$ cat src/rtl/tl_pkg.sv
// Shared constants for the two-road traffic light sequencer: light codes and
// the phase state encodings (S_WALK only reachable with TL_PED_PHASE_EN).
package tl_pkg;

   localparam logic [1:0] GREEN  = 2'b00;
   localparam logic [1:0] YELLOW = 2'b01;
   localparam logic [1:0] RED    = 2'b10;

   localparam logic [2:0] S_AG   = 3'b000;
   localparam logic [2:0] S_AY   = 3'b001;
   localparam logic [2:0] S_BG   = 3'b010;
   localparam logic [2:0] S_BY   = 3'b011;
   localparam logic [2:0] S_WALK = 3'b100;

endpackage

$ cat src/rtl/tl_light_decode.sv
// Pure combinational decode of the phase state into the light codes,
// the walk lamp and the base phase code.
module tl_light_decode (
   input  logic [2:0] state,
   input  logic       next_dir,
   output logic [1:0] La,
   output logic [1:0] Lb,
   output logic       walk,
   output logic [1:0] q
);
   import tl_pkg::*;

   always_comb begin
      La   = RED;
      Lb   = RED;
      walk = 1'b0;
      q    = state[1:0];
      case (state)
         S_AG:    La = GREEN;
         S_AY:    La = YELLOW;
         S_BG:    Lb = GREEN;
         S_BY:    Lb = YELLOW;
         // During walk, q keeps the code of the yellow that led into it.
         S_WALK: begin
            walk = 1'b1;
            q    = next_dir ? 2'b01 : 2'b11;
         end
         default: q = 2'b00;
      endcase
   end

endmodule

$ cat src/rtl/tl_phase_sequencer.sv
// Timed phase sequencer for a two-road traffic light. Defining TL_PED_PHASE_EN
// adds the pedestrian all-red walk phase with its request/acknowledge handshake.
module tl_phase_sequencer #(
   parameter int GREEN_MIN     = 4,
   parameter int GREEN_MAX     = 8,
   parameter int YELLOW_CYCLES = 2,
   parameter int WALK_CYCLES   = 3,
   parameter int CNT_W         = 4
) (
   input  logic       clk,
   input  logic       reset_n,
   input  logic       Ta,
   input  logic       Tb,
   input  logic       ped_req,
   output logic [1:0] La,
   output logic [1:0] Lb,
   output logic       walk,
   output logic       ped_ack,
   output logic [1:0] q
);
   import tl_pkg::*;

   localparam logic [CNT_W-1:0] MIN_LAST = CNT_W'(GREEN_MIN - 1);
   localparam logic [CNT_W-1:0] MAX_LAST = CNT_W'(GREEN_MAX - 1);
   localparam logic [CNT_W-1:0] YEL_LAST = CNT_W'(YELLOW_CYCLES - 1);

   logic [2:0]       state;
   logic [2:0]       state_nxt;
   logic [CNT_W-1:0] timer;
   logic             a_done;
   logic             b_done;
   logic             yel_done;
   logic             next_dir;
   logic             walk_dec;

   assign a_done   = (timer == MAX_LAST) || ((timer >= MIN_LAST) && !Ta);
   assign b_done   = (timer == MAX_LAST) || ((timer >= MIN_LAST) && !Tb);
   assign yel_done = (timer == YEL_LAST);

`ifdef TL_PED_PHASE_EN
   localparam logic [CNT_W-1:0] WALK_LAST = CNT_W'(WALK_CYCLES - 1);

   logic ped_pending;
   logic walk_done;

   assign walk_done = (timer == WALK_LAST);

   always_comb begin
      state_nxt = state;
      case (state)
         S_AG:    if (a_done) state_nxt = S_AY;
         S_AY:    if (yel_done) state_nxt = ped_pending ? S_WALK : S_BG;
         S_BG:    if (b_done) state_nxt = S_BY;
         S_BY:    if (yel_done) state_nxt = ped_pending ? S_WALK : S_AG;
         S_WALK:  if (walk_done) state_nxt = next_dir ? S_BG : S_AG;
         default: state_nxt = S_AG;
      endcase
   end

   // Entering walk consumes the request; requests seen during walk are dropped.
   always_ff @(posedge clk or negedge reset_n) begin
      if (!reset_n) begin
         ped_pending <= 1'b0;
         next_dir    <= 1'b1;
      end else if (state != S_WALK && state_nxt == S_WALK) begin
         ped_pending <= 1'b0;
         next_dir    <= (state == S_AY);
      end else if (ped_req && state != S_WALK) begin
         ped_pending <= 1'b1;
      end
   end

   assign ped_ack = (state == S_WALK) && (timer == '0);
   assign walk    = walk_dec;
`else
   logic unused_sink;

   always_comb begin
      state_nxt = state;
      case (state)
         S_AG:    if (a_done) state_nxt = S_AY;
         S_AY:    if (yel_done) state_nxt = S_BG;
         S_BG:    if (b_done) state_nxt = S_BY;
         S_BY:    if (yel_done) state_nxt = S_AG;
         default: state_nxt = S_AG;
      endcase
   end

   assign next_dir    = 1'b1;
   assign ped_ack     = 1'b0;
   assign walk        = 1'b0;
   assign unused_sink = ped_req ^ walk_dec;
`endif

   // Phase register and dwell timer; the timer restarts on every phase change.
   always_ff @(posedge clk or negedge reset_n) begin
      if (!reset_n) begin
         state <= S_AG;
         timer <= '0;
      end else begin
         state <= state_nxt;
         if (state_nxt != state) begin
            timer <= '0;
         end else if (timer != '1) begin
            timer <= timer + 1'b1;
         end
      end
   end

   tl_light_decode u_decode (
      .state    (state),
      .next_dir (next_dir),
      .La       (La),
      .Lb       (Lb),
      .walk     (walk_dec),
      .q        (q)
   );

endmodule

$ cat config.mk
export PLATFORM = sky130hd
export DESIGN_NAME = tl_phase_sequencer
export DESIGN_NICKNAME = d
export VERILOG_FILES = /design/src/rtl/tl_pkg.sv /design/src/rtl/tl_light_decode.sv /design/src/rtl/tl_phase_sequencer.sv
export SDC_FILE = /design/constraint.sdc
export NUM_CORES = 1
export LEC_CHECK = 0
export BUFFER_PORTS_ARGS = -buffer_cell sky130_fd_sc_hd__buf_2
export CORE_AREA = 5 5 42 44
export DETAILED_ROUTE_END_ITERATION = 12
export DIE_AREA = 0 0 47 49
export PLACE_DENSITY = 0.61
export SYNTH_ARGS = -nofsm -noshare
export SYNTH_HDL_FRONTEND = slang
export SYNTH_HIERARCHICAL = 1
export SYNTH_SLANG_ARGS = --single-unit
$ cat constraint.sdc
create_clock -name clk -period 1.83 [get_ports clk]
set_input_delay 0.366 -clock clk [delete_from_list [all_inputs] [get_ports clk]]
set_output_delay 0.366 -clock clk [all_outputs]
set_load 0.02 [all_outputs]
==> flow_summary_export.csv, run 1 <==
group,metric,value,unit
outcome,status,"complete, no violations",
die,initial_core_util,37.4,%
die,die_h,49,µm
routing,wl,957,µm
setup_path,worstSetupStartpoint,"state[0]$_DFF_PN0_",
clock_tree,cts.clk_slew.worst_paths,0.05,ns
grt,grt_max_degree,13,
grt,antenna_found_initial,0,
setup_path,crit_type,"reg -> out",
grt,grt_usage,10.1,%
placed_design,dp_hpwl,759,µm
power_and_ir_drop,clock_power_share,32.8,%
power_and_ir_drop,combinationalPowerShare,22.4,%
timing,fin_ws,0.101,ns
layout,drive_gt1_share,29.4,%
timing,finalCritPeriodShare,94.5,%
clock_tree,cts.sinks,7,
synth,syn-cell-area,524,µm²
power_and_ir_drop,power.leakage,0.265,nW
layout,syn_to_final_growth,14.3,%
die,io_pins,13,
layout,post-route-cell-area,599,µm²
routing,drtIter0Drc,4,
timing,setup_tns,0,ns
timing,setup-violations-final,0,
power_and_ir_drop,swShare,28.8,%
timing,fmax,578,MHz
placed_design,gp_congestion,0.808,
power_and_ir_drop,power.total,0.408,mW
clock_tree,tritoncts,"yes",
routing,num_vias,409,
power_and_ir_drop,seq_power_share,44.8,%
setup_path,endpoint_kind,"output pin",
clock_tree,worstSkewPairLatency,0.24,ns
placed_design,place_area,561,µm²
clock_tree,cts_buffers,3,
die,die_x,47,µm
synth,syn_area_per_cell,9.20,µm²
power_and_ir_drop,p_int,0.290,mW
clock_tree,htreeDepth,1,
setup_path,cp.arrival,1.36,ns
timing,finClkSkew,0.00222,ns
routing,final_antenna_net_count,0,
power_and_ir_drop,p_sw,0.117,mW
setup_path,crit_fanout,10,
placed_design,dp_slack,0.237,ns
timing,period_needed,1.73,ns
synth,syn_inst,57,
power_and_ir_drop,ir_drop,0.357,mV
routing,drt-wirelength-per-cell,11.4,µm
routing,drtPass1Iterations,2,
clock_tree,cts_root_buf,"clkbuf_4",
routing,via_per_inst,4.87,
power_and_ir_drop,p_per_area,680,nW/µm²
clock_tree,clockBufferDepth,2,
synth,yosys_warnings,6,
timing,grt_setup_unrepaired,"false",
setup_path,r2r_end,"timer[1]$_DFFE_PN0P_",
grt,grt_first_pass_wirelength,1.77,mm
placed_design,portBuffers,9,
die,die_area,2300,µm²
die,core_region_area,1400,µm²
layout,n_antenna_cell,0,
setup_path,rr_worst_depth,3,
min_path,hp-class,"in -> async",
timing,maxSlewViolCount,0,
die,fp-row-count,14,
flow_run,cap_viol_max_count,0,
setup_path,required,1.46,ns
routing,drc,0,
setup_path,r2r-start,"timer[0]$_DFFE_PN0P_",
setup_path,r2r_slack,0.23,ns
timing,hold_violations,0,
grt,grt_pass1_vias,383,
layout,nets,76,
timing,hold_ws,0.484,ns
setup_path,crit_path_start_kind,"flip-flop",
grt,overflow,0,
[cell usage in the layout (no fill, tap or decap), types with 2 or more instances in the layout]
master,count
nor4_1,2
dfrtp_1,5
nor2_1,6
nand3b_1,2
inv_1,5
a21oi_1,2
dfrtp_2,2
ha_1,2
clkbuf_4,3
buf_2,9
nand2b_1,2
conb_1,4
[final cells by class]
| cell class | instances | area (µm²) |
|---|---|---|
| inverter | 5 | 18.8 |
| clock buffer | 4 | 26.3 |
| tap | 16 | 20.0 |
| multi-input combinational | 42 | 302 |
| sequential | 7 | 178 |
| timing repair buffer | 10 | 55.1 |
| fill | 138 | 802 |
[worst max-delay path by stage]
| stage | endpoint | slack, ns | cells past startpoint |
|---|---|---|---|
| CTS | q[0] | 0.05 | 3 |
| detailed placement | timer[1]$_DFFE_PN0P_ | 0.24 | 3 |
| floorplan | La[0] | 0.36 | 2 |
| global placement | timer[1]$_DFFE_PN0P_ | 0.26 | 3 |
| global route | q[0] | 0.02 | 3 |
| finish | q[0] | 0.10 | 3 |
[through the flow]
stage	util, %	std cells
after floorplan	-	59
after global placement	40.0	79
after detailed placement	40.0	79
after CTS	42.6	84
after global routing	42.8	84
final	42.8	84
[metal layers]
metal	global-route usage, %	part of all wire, %
met2	14.9	46
met3	3.32	2.2
met5	0	0
met4	2.76	0
met1	13.8	52
[state kept, by name (all words and copies together), names as in the netlist]
signal,flops
timer,4
state,3
[worst max-delay path: stages (launching register included)]
cell and delay, ns:
dfrtp_2 0.47, or3b_1 0.40, o21ai_0 0.08, buf_2 0.18
[power by group through the flow]
stage	clock network, mW	registers [mW]	logic, mW
5_1_grt	0.155	0.185	0.103
3_3_place_gp	0	0.184	0.0888
6_report	0.134	0.183	0.0913
2_1_floorplan	0	0.178	0.0764
4_1_cts	0.142	0.182	0.0923
3_5_place_dp	0	0.185	0.0902
[what timing repair did]
action,CTS,global route
hold buffers,1,0
hold endpoints to repair,7,0
resized for setup,0,2
setup buffers,0,0
endpoints found under the setup margin,0,1
Note: power is estimated with default switching activity, not from simulation.
==> run 2: changes to the inputs <==
REMOVE_ABC_BUFFERS = 1   (was unset)
SLEW_MARGIN = 20   (was unset)
==> run 2 against run 1 <==
Effect of this change:
- first-iteration DRC count up 25%
- final cell count stayed put
- combinational power hardly changed
- critical endpoint unchanged
- global-route usage rose by 0.15 points
- largest cell class unchanged
- cell area unchanged
==> flow_summary_export.csv, run 2 (synthesized netlist as in run 1, its figures left out) <==
group,metric,value,unit
layout,syn_to_final_growth,14.3,%
setup_path,rr_worst_depth,3,
power_and_ir_drop,p_sw,0.117,mW
timing,setup_tns,0,ns
timing,period_needed,1.73,ns
power_and_ir_drop,p_per_area,680,nW/µm²
power_and_ir_drop,seq_power_share,44.8,%
grt,grt_usage,10.3,%
grt,overflow,0,
timing,finClkSkew,0.000935,ns
clock_tree,worstSkewPairLatency,0.24,ns
layout,fin_util,42.8,%
setup_path,r2r-start,"timer[0]$_DFFE_PN0P_",
die,die_area,2300,µm²
routing,drc,0,
setup_path,r2r_end,"timer[1]$_DFFE_PN0P_",
die,die_x,47,µm
layout,top_register,"timer",
timing,finalCritPeriodShare,94.3,%
placed_design,gp_congestion,0.814,
setup_path,endpoint_kind,"output pin",
outcome,status,"complete, no violations",
setup_path,crit_type,"reg -> out",
clock_tree,cts.sinks,7,
layout,final_common_cell,"buf_2",
power_and_ir_drop,combinationalPowerShare,22.3,%
layout,drive_gt1_share,29.4,%
grt,grt_pass1_vias,385,
clock_tree,cts_root_buf,"clkbuf_4",
routing,num_vias,417,
setup_path,worstSetupStartpoint,"state[0]$_DFF_PN0_",
grt,grt_max_degree,13,
power_and_ir_drop,swShare,28.8,%
clock_tree,clockBufferDepth,2,
setup_path,required,1.46,ns
layout,top_regs,"timer: 4 flops, state: 3 flops",
grt,antenna_found_initial,0,
layout,multi_input_area,302,µm²
routing,drtPass1Iterations,4,
setup_path,cp.arrival,1.36,ns
layout,largest_reg_flops,4,
routing,wl,991,µm
clock_tree,cts.clk_slew.worst_paths,0.05,ns
die,core_region_area,1400,µm²
min_path,hp-class,"in -> async",
power_and_ir_drop,ir_drop,0.356,mV
power_and_ir_drop,clock_power_share,32.8,%
grt,grt_first_pass_wirelength,1.72,mm
layout,final-seq-area,178,µm²
setup_path,crit_end,"q[0]",
layout,nets,76,
timing,hold_ws,0.499,ns
die,fp-row-count,14,
flow_run,cap_viol_max_count,0,
clock_tree,cts_buffers,3,
setup_path,crit_path_start_kind,"flip-flop",
die,initial_core_util,37.4,%
power_and_ir_drop,power.leakage,0.265,nW
layout,n_fill_cell,151,
routing,via_per_inst,4.96,
clock_tree,htreeDepth,1,
die,die_h,49,µm
placed_design,portBuffers,9,
timing,setup-violations-final,0,
routing,final_antenna_net_count,0,
timing,grt_setup_unrepaired,"false",
routing,drtIter0Drc,5,
clock_tree,tritoncts,"yes",
timing,hold_violations,0,
power_and_ir_drop,p_int,0.290,mW
timing,fmax,579,MHz
die,io_pins,13,
routing,drt-wirelength-per-cell,11.8,µm
layout,final_cell_mix,"buf_2, nor2_1, inv_1, dfrtp_1, conb_1",
setup_path,r2r_slack,0.23,ns
timing,maxSlewViolCount,0,
layout,n_antenna_cell,0,
placed_design,dp_hpwl,709,µm
setup_path,crit_fanout,10,
## run 2: cell counts in the layout (fill, tap and decap cells not counted)
Identical to the previous run, type by type.
## run 2: power by group through the flow
stage          registers (mW)  logic [mW]  clock network [mW]
3_5_place_dp            0.184      0.0895                   0
6_report                0.183      0.0910               0.134
5_1_grt                 0.184       0.104               0.151
2_1_floorplan           0.180      0.0702                   0
4_1_cts                 0.181      0.0914               0.142
3_3_place_gp            0.183      0.0892                   0
## run 2: timing repair
item | in CTS | in global routing
setup endpoints to repair | 0 | 1
setup buffers | 0 | 0
hold buffers | 1 | 0
hold endpoints to repair | 7 | 0
gates resized for setup | 0 | 2
## run 2: metal layers
layer  vias up  track usage, %  share of wire (%)
met5         -               0                  0
met4         0            8.29                1.1
met3         2            1.11                1.4
met2         3            13.8                 50
met1       192            14.1                 48
li1        220               -                  -
## run 2: worst min-delay path by stage
stage               startpoint              endpoint  slack, ns
CTS                    reset_n  timer[2]$_DFFE_PN0P_       0.48
global route           reset_n    state[1]$_DFF_PN0_       0.52
floorplan              reset_n    state[0]$_DFF_PN0_       0.07
finish                 reset_n  timer[0]$_DFFE_PN0P_       0.50
global placement       reset_n    state[1]$_DFF_PN0_       0.21
detailed placement     reset_n    state[1]$_DFF_PN0_       0.21
## run 2: area by class of cell
class / count / area share (%)
Sequential cell: 7 / 29.6
Tap cell: 16 / 3.34
Multi-Input combinational cell: 42 / 50.3
Clock buffer: 4 / 4.38
Inverter: 5 / 3.13
Timing Repair Buffer: 10 / 9.19
## run 2: per-stage QoR
step           setup slack, ns  total power, mW  instance area, µm²  std cells
2_1_floorplan            0.348            0.250                 495         54
3_3_place_gp             0.215            0.273                 561         79
3_5_place_dp             0.240            0.274                 561         79
4_1_cts                 0.0596            0.415                 597         84
5_1_grt                 0.0290            0.439                 599         84
6_report                 0.104            0.407                 599         84
## run 2: critical path, cell delays in order, from the launching register on
cell,delay [ns]
dfrtp_2,0.46
or3b_1,0.39
o21ai_0,0.08
buf_2,0.18
==> run 3: changes to the inputs <==
ABC_AREA = 1   (was unset)
PLACE_DENSITY = 0.57   (was 0.61)
==> run 3 against run 2 <==
Effect of this change:
- register-to-register slack gained 0.33 ns
- combinational power rose by 7.0%
- non-clock buffer count unchanged
- global-route usage fell by 2.3 points
- power grew 2.2%
- sequential power up 4%
- worst hold slack lost 0.021 ns
- area after synthesis down 10%
- maximum frequency is 15% higher
- worst setup slack improved by 0.23 ns
==> flow_summary_export.csv, run 3 <==
group,metric,value,unit
outcome,status,"complete, no violations",
clock_tree,cts.sinks,7,
setup_path,cp.arrival,1.13,ns
setup_path,worstSetupStartpoint,"state[1]$_DFF_PN0_",
power_and_ir_drop,seq_power_share,45.5,%
timing,fmax,667,MHz
power_and_ir_drop,power.total,0.416,mW
timing,setup_tns,0,ns
layout,drive_gt1_share,24.7,%
power_and_ir_drop,swShare,30.8,%
placed_design,dp_hpwl,641,µm
synth,syn_inst,63,
routing,wl,741,µm
layout,nets,85,
layout,post-route-cell-area,564,µm²
die,io_pins,13,
power_and_ir_drop,power.leakage,0.302,nW
setup_path,r2r-start,"timer[0]$_DFFE_PN0P_",
routing,drtIter0Drc,7,
clock_tree,cts_root_buf,"clkbuf_4",
layout,n_fill_cell,150,
layout,final-seq-area,175,µm²
placed_design,place_area,528,µm²
power_and_ir_drop,ir_drop,0.456,mV
placed_design,dp_slack,0.560,ns
routing,num_vias,404,
layout,final_cell_mix,"inv_1, nand2_1, buf_2",
die,die_x,47,µm
grt,grt_usage,8.01,%
clock_tree,cts.clk_slew.worst_paths,0.05,ns
timing,finClkSkew,0.000837,ns
setup_path,r2r_slack,0.56,ns
power_and_ir_drop,p_per_area,738,nW/µm²
routing,via_per_inst,4.34,
clock_tree,cts_buffers,3,
layout,top_register,"timer",
layout,largest_reg_flops,4,
timing,maxSlewViolCount,0,
grt,grt_first_pass_wirelength,1.36,mm
timing,period_needed,1.50,ns
power_and_ir_drop,p_sw,0.128,mW
layout,syn_to_final_growth,19.9,%
flow_run,cap_viol_max_count,0,
setup_path,required,1.46,ns
clock_tree,cts_setup_buffers,0,
grt,overflow,0,
timing,hold_ws,0.478,ns
clock_tree,worstSkewPairLatency,0.24,ns
layout,top_regs,"timer: 4 flops, state: 3 flops",
setup_path,endpoint_kind,"output pin",
synth,syn_area_per_cell,7.47,µm²
die,core_region_area,1400,µm²
die,fp-row-count,14,
placed_design,portBuffers,9,
placed_design,gp_congestion,0.715,
die,initial_core_util,33.6,%
grt,grt_pass1_vias,340,
setup_path,crit_path_start_kind,"flip-flop",
timing,fin_ws,0.331,ns
setup_path,crit_fanout,7,
clock_tree,tritoncts,"yes",
timing,grt_setup_unrepaired,"false",
power_and_ir_drop,combinationalPowerShare,23.4,%
routing,drtPass1Iterations,2,
die,die_area,2300,µm²
die,die_h,49,µm
grt,antenna_found_initial,0,
grt,grt_max_degree,8,
power_and_ir_drop,clock_power_share,31.1,%
routing,drt-wirelength-per-cell,7.97,µm
routing,final_antenna_net_count,0,
synth,yosys_warnings,6,
min_path,hp-class,"in -> async",
setup_path,rr_worst_depth,7,
timing,hold_violations,0,
layout,n_antenna_cell,0,
routing,drc,0,
clock_tree,htreeDepth,1,
timing,setup-violations-final,0,
power_and_ir_drop,p_int,0.288,mW
timing,finalCritPeriodShare,81.9,%
layout,multi_input_area,243,µm²
setup_path,crit_type,"reg -> out",
synth,syn-cell-area,470,µm²
clock_tree,clockBufferDepth,2,
run 3: metal layers:
metal  up-vias  GRT usage [%]  share of wire [%]
li1        223              -                  -
met1       174           11.0                 46
met2         5           10.4                 47
met3         2           1.11                5.1
met4         0           6.91                1.6
met5         -              0                  0
run 3: layout make-up:
type / count / area share, %
Timing Repair Buffer: 10 / 9.76
Sequential cell: 7 / 31.0
Inverter: 12 / 7.98
Clock buffer: 4 / 4.66
Tap cell: 16 / 3.55
Multi-Input combinational cell: 44 / 43.0
run 3: power by group through the flow:
stage / clock network (mW) / logic (mW) / registers, mW
detailed placement: 0 / 0.0966 / 0.192
CTS: 0.138 / 0.0986 / 0.190
floorplan: 0 / 0.0752 / 0.188
global placement: 0 / 0.0976 / 0.192
finish: 0.129 / 0.0974 / 0.190
global route: 0.145 / 0.113 / 0.193
run 3: what timing repair did:
item | in CTS | in global routing
hold buffers | 1 | 0
endpoints found under the hold margin | 7 | 0
resized for setup | 0 | 0
run 3: worst max-delay path: stages, from the launching register on:
cell and delay, ns:
dfrtp_1 0.44, nor2_1 0.16, nand2_1 0.06, o21ai_0 0.06, buf_2 0.18
run 3: path summary, 6_finish.rpt:
| kind | endpoint |
|---|---|
| min | timer[0]$_DFFE_PN0P_ |
| max | q[0] |
| min in group clk | state[1]$_DFF_PN0_ |
| max in group asynchronous | timer[1]$_DFFE_PN0P_ |
| max reg2reg | state[0]$_DFF_PN0_ |
| min reg2reg | state[1]$_DFF_PN0_ |
run 3: stage by stage:
step / instances / util, %
floorplan: 63 / -
global placement: 88 / 37.7
detailed placement: 88 / 37.7
CTS: 93 / 40.3
global route: 93 / 40.3
finish: 93 / 40.3
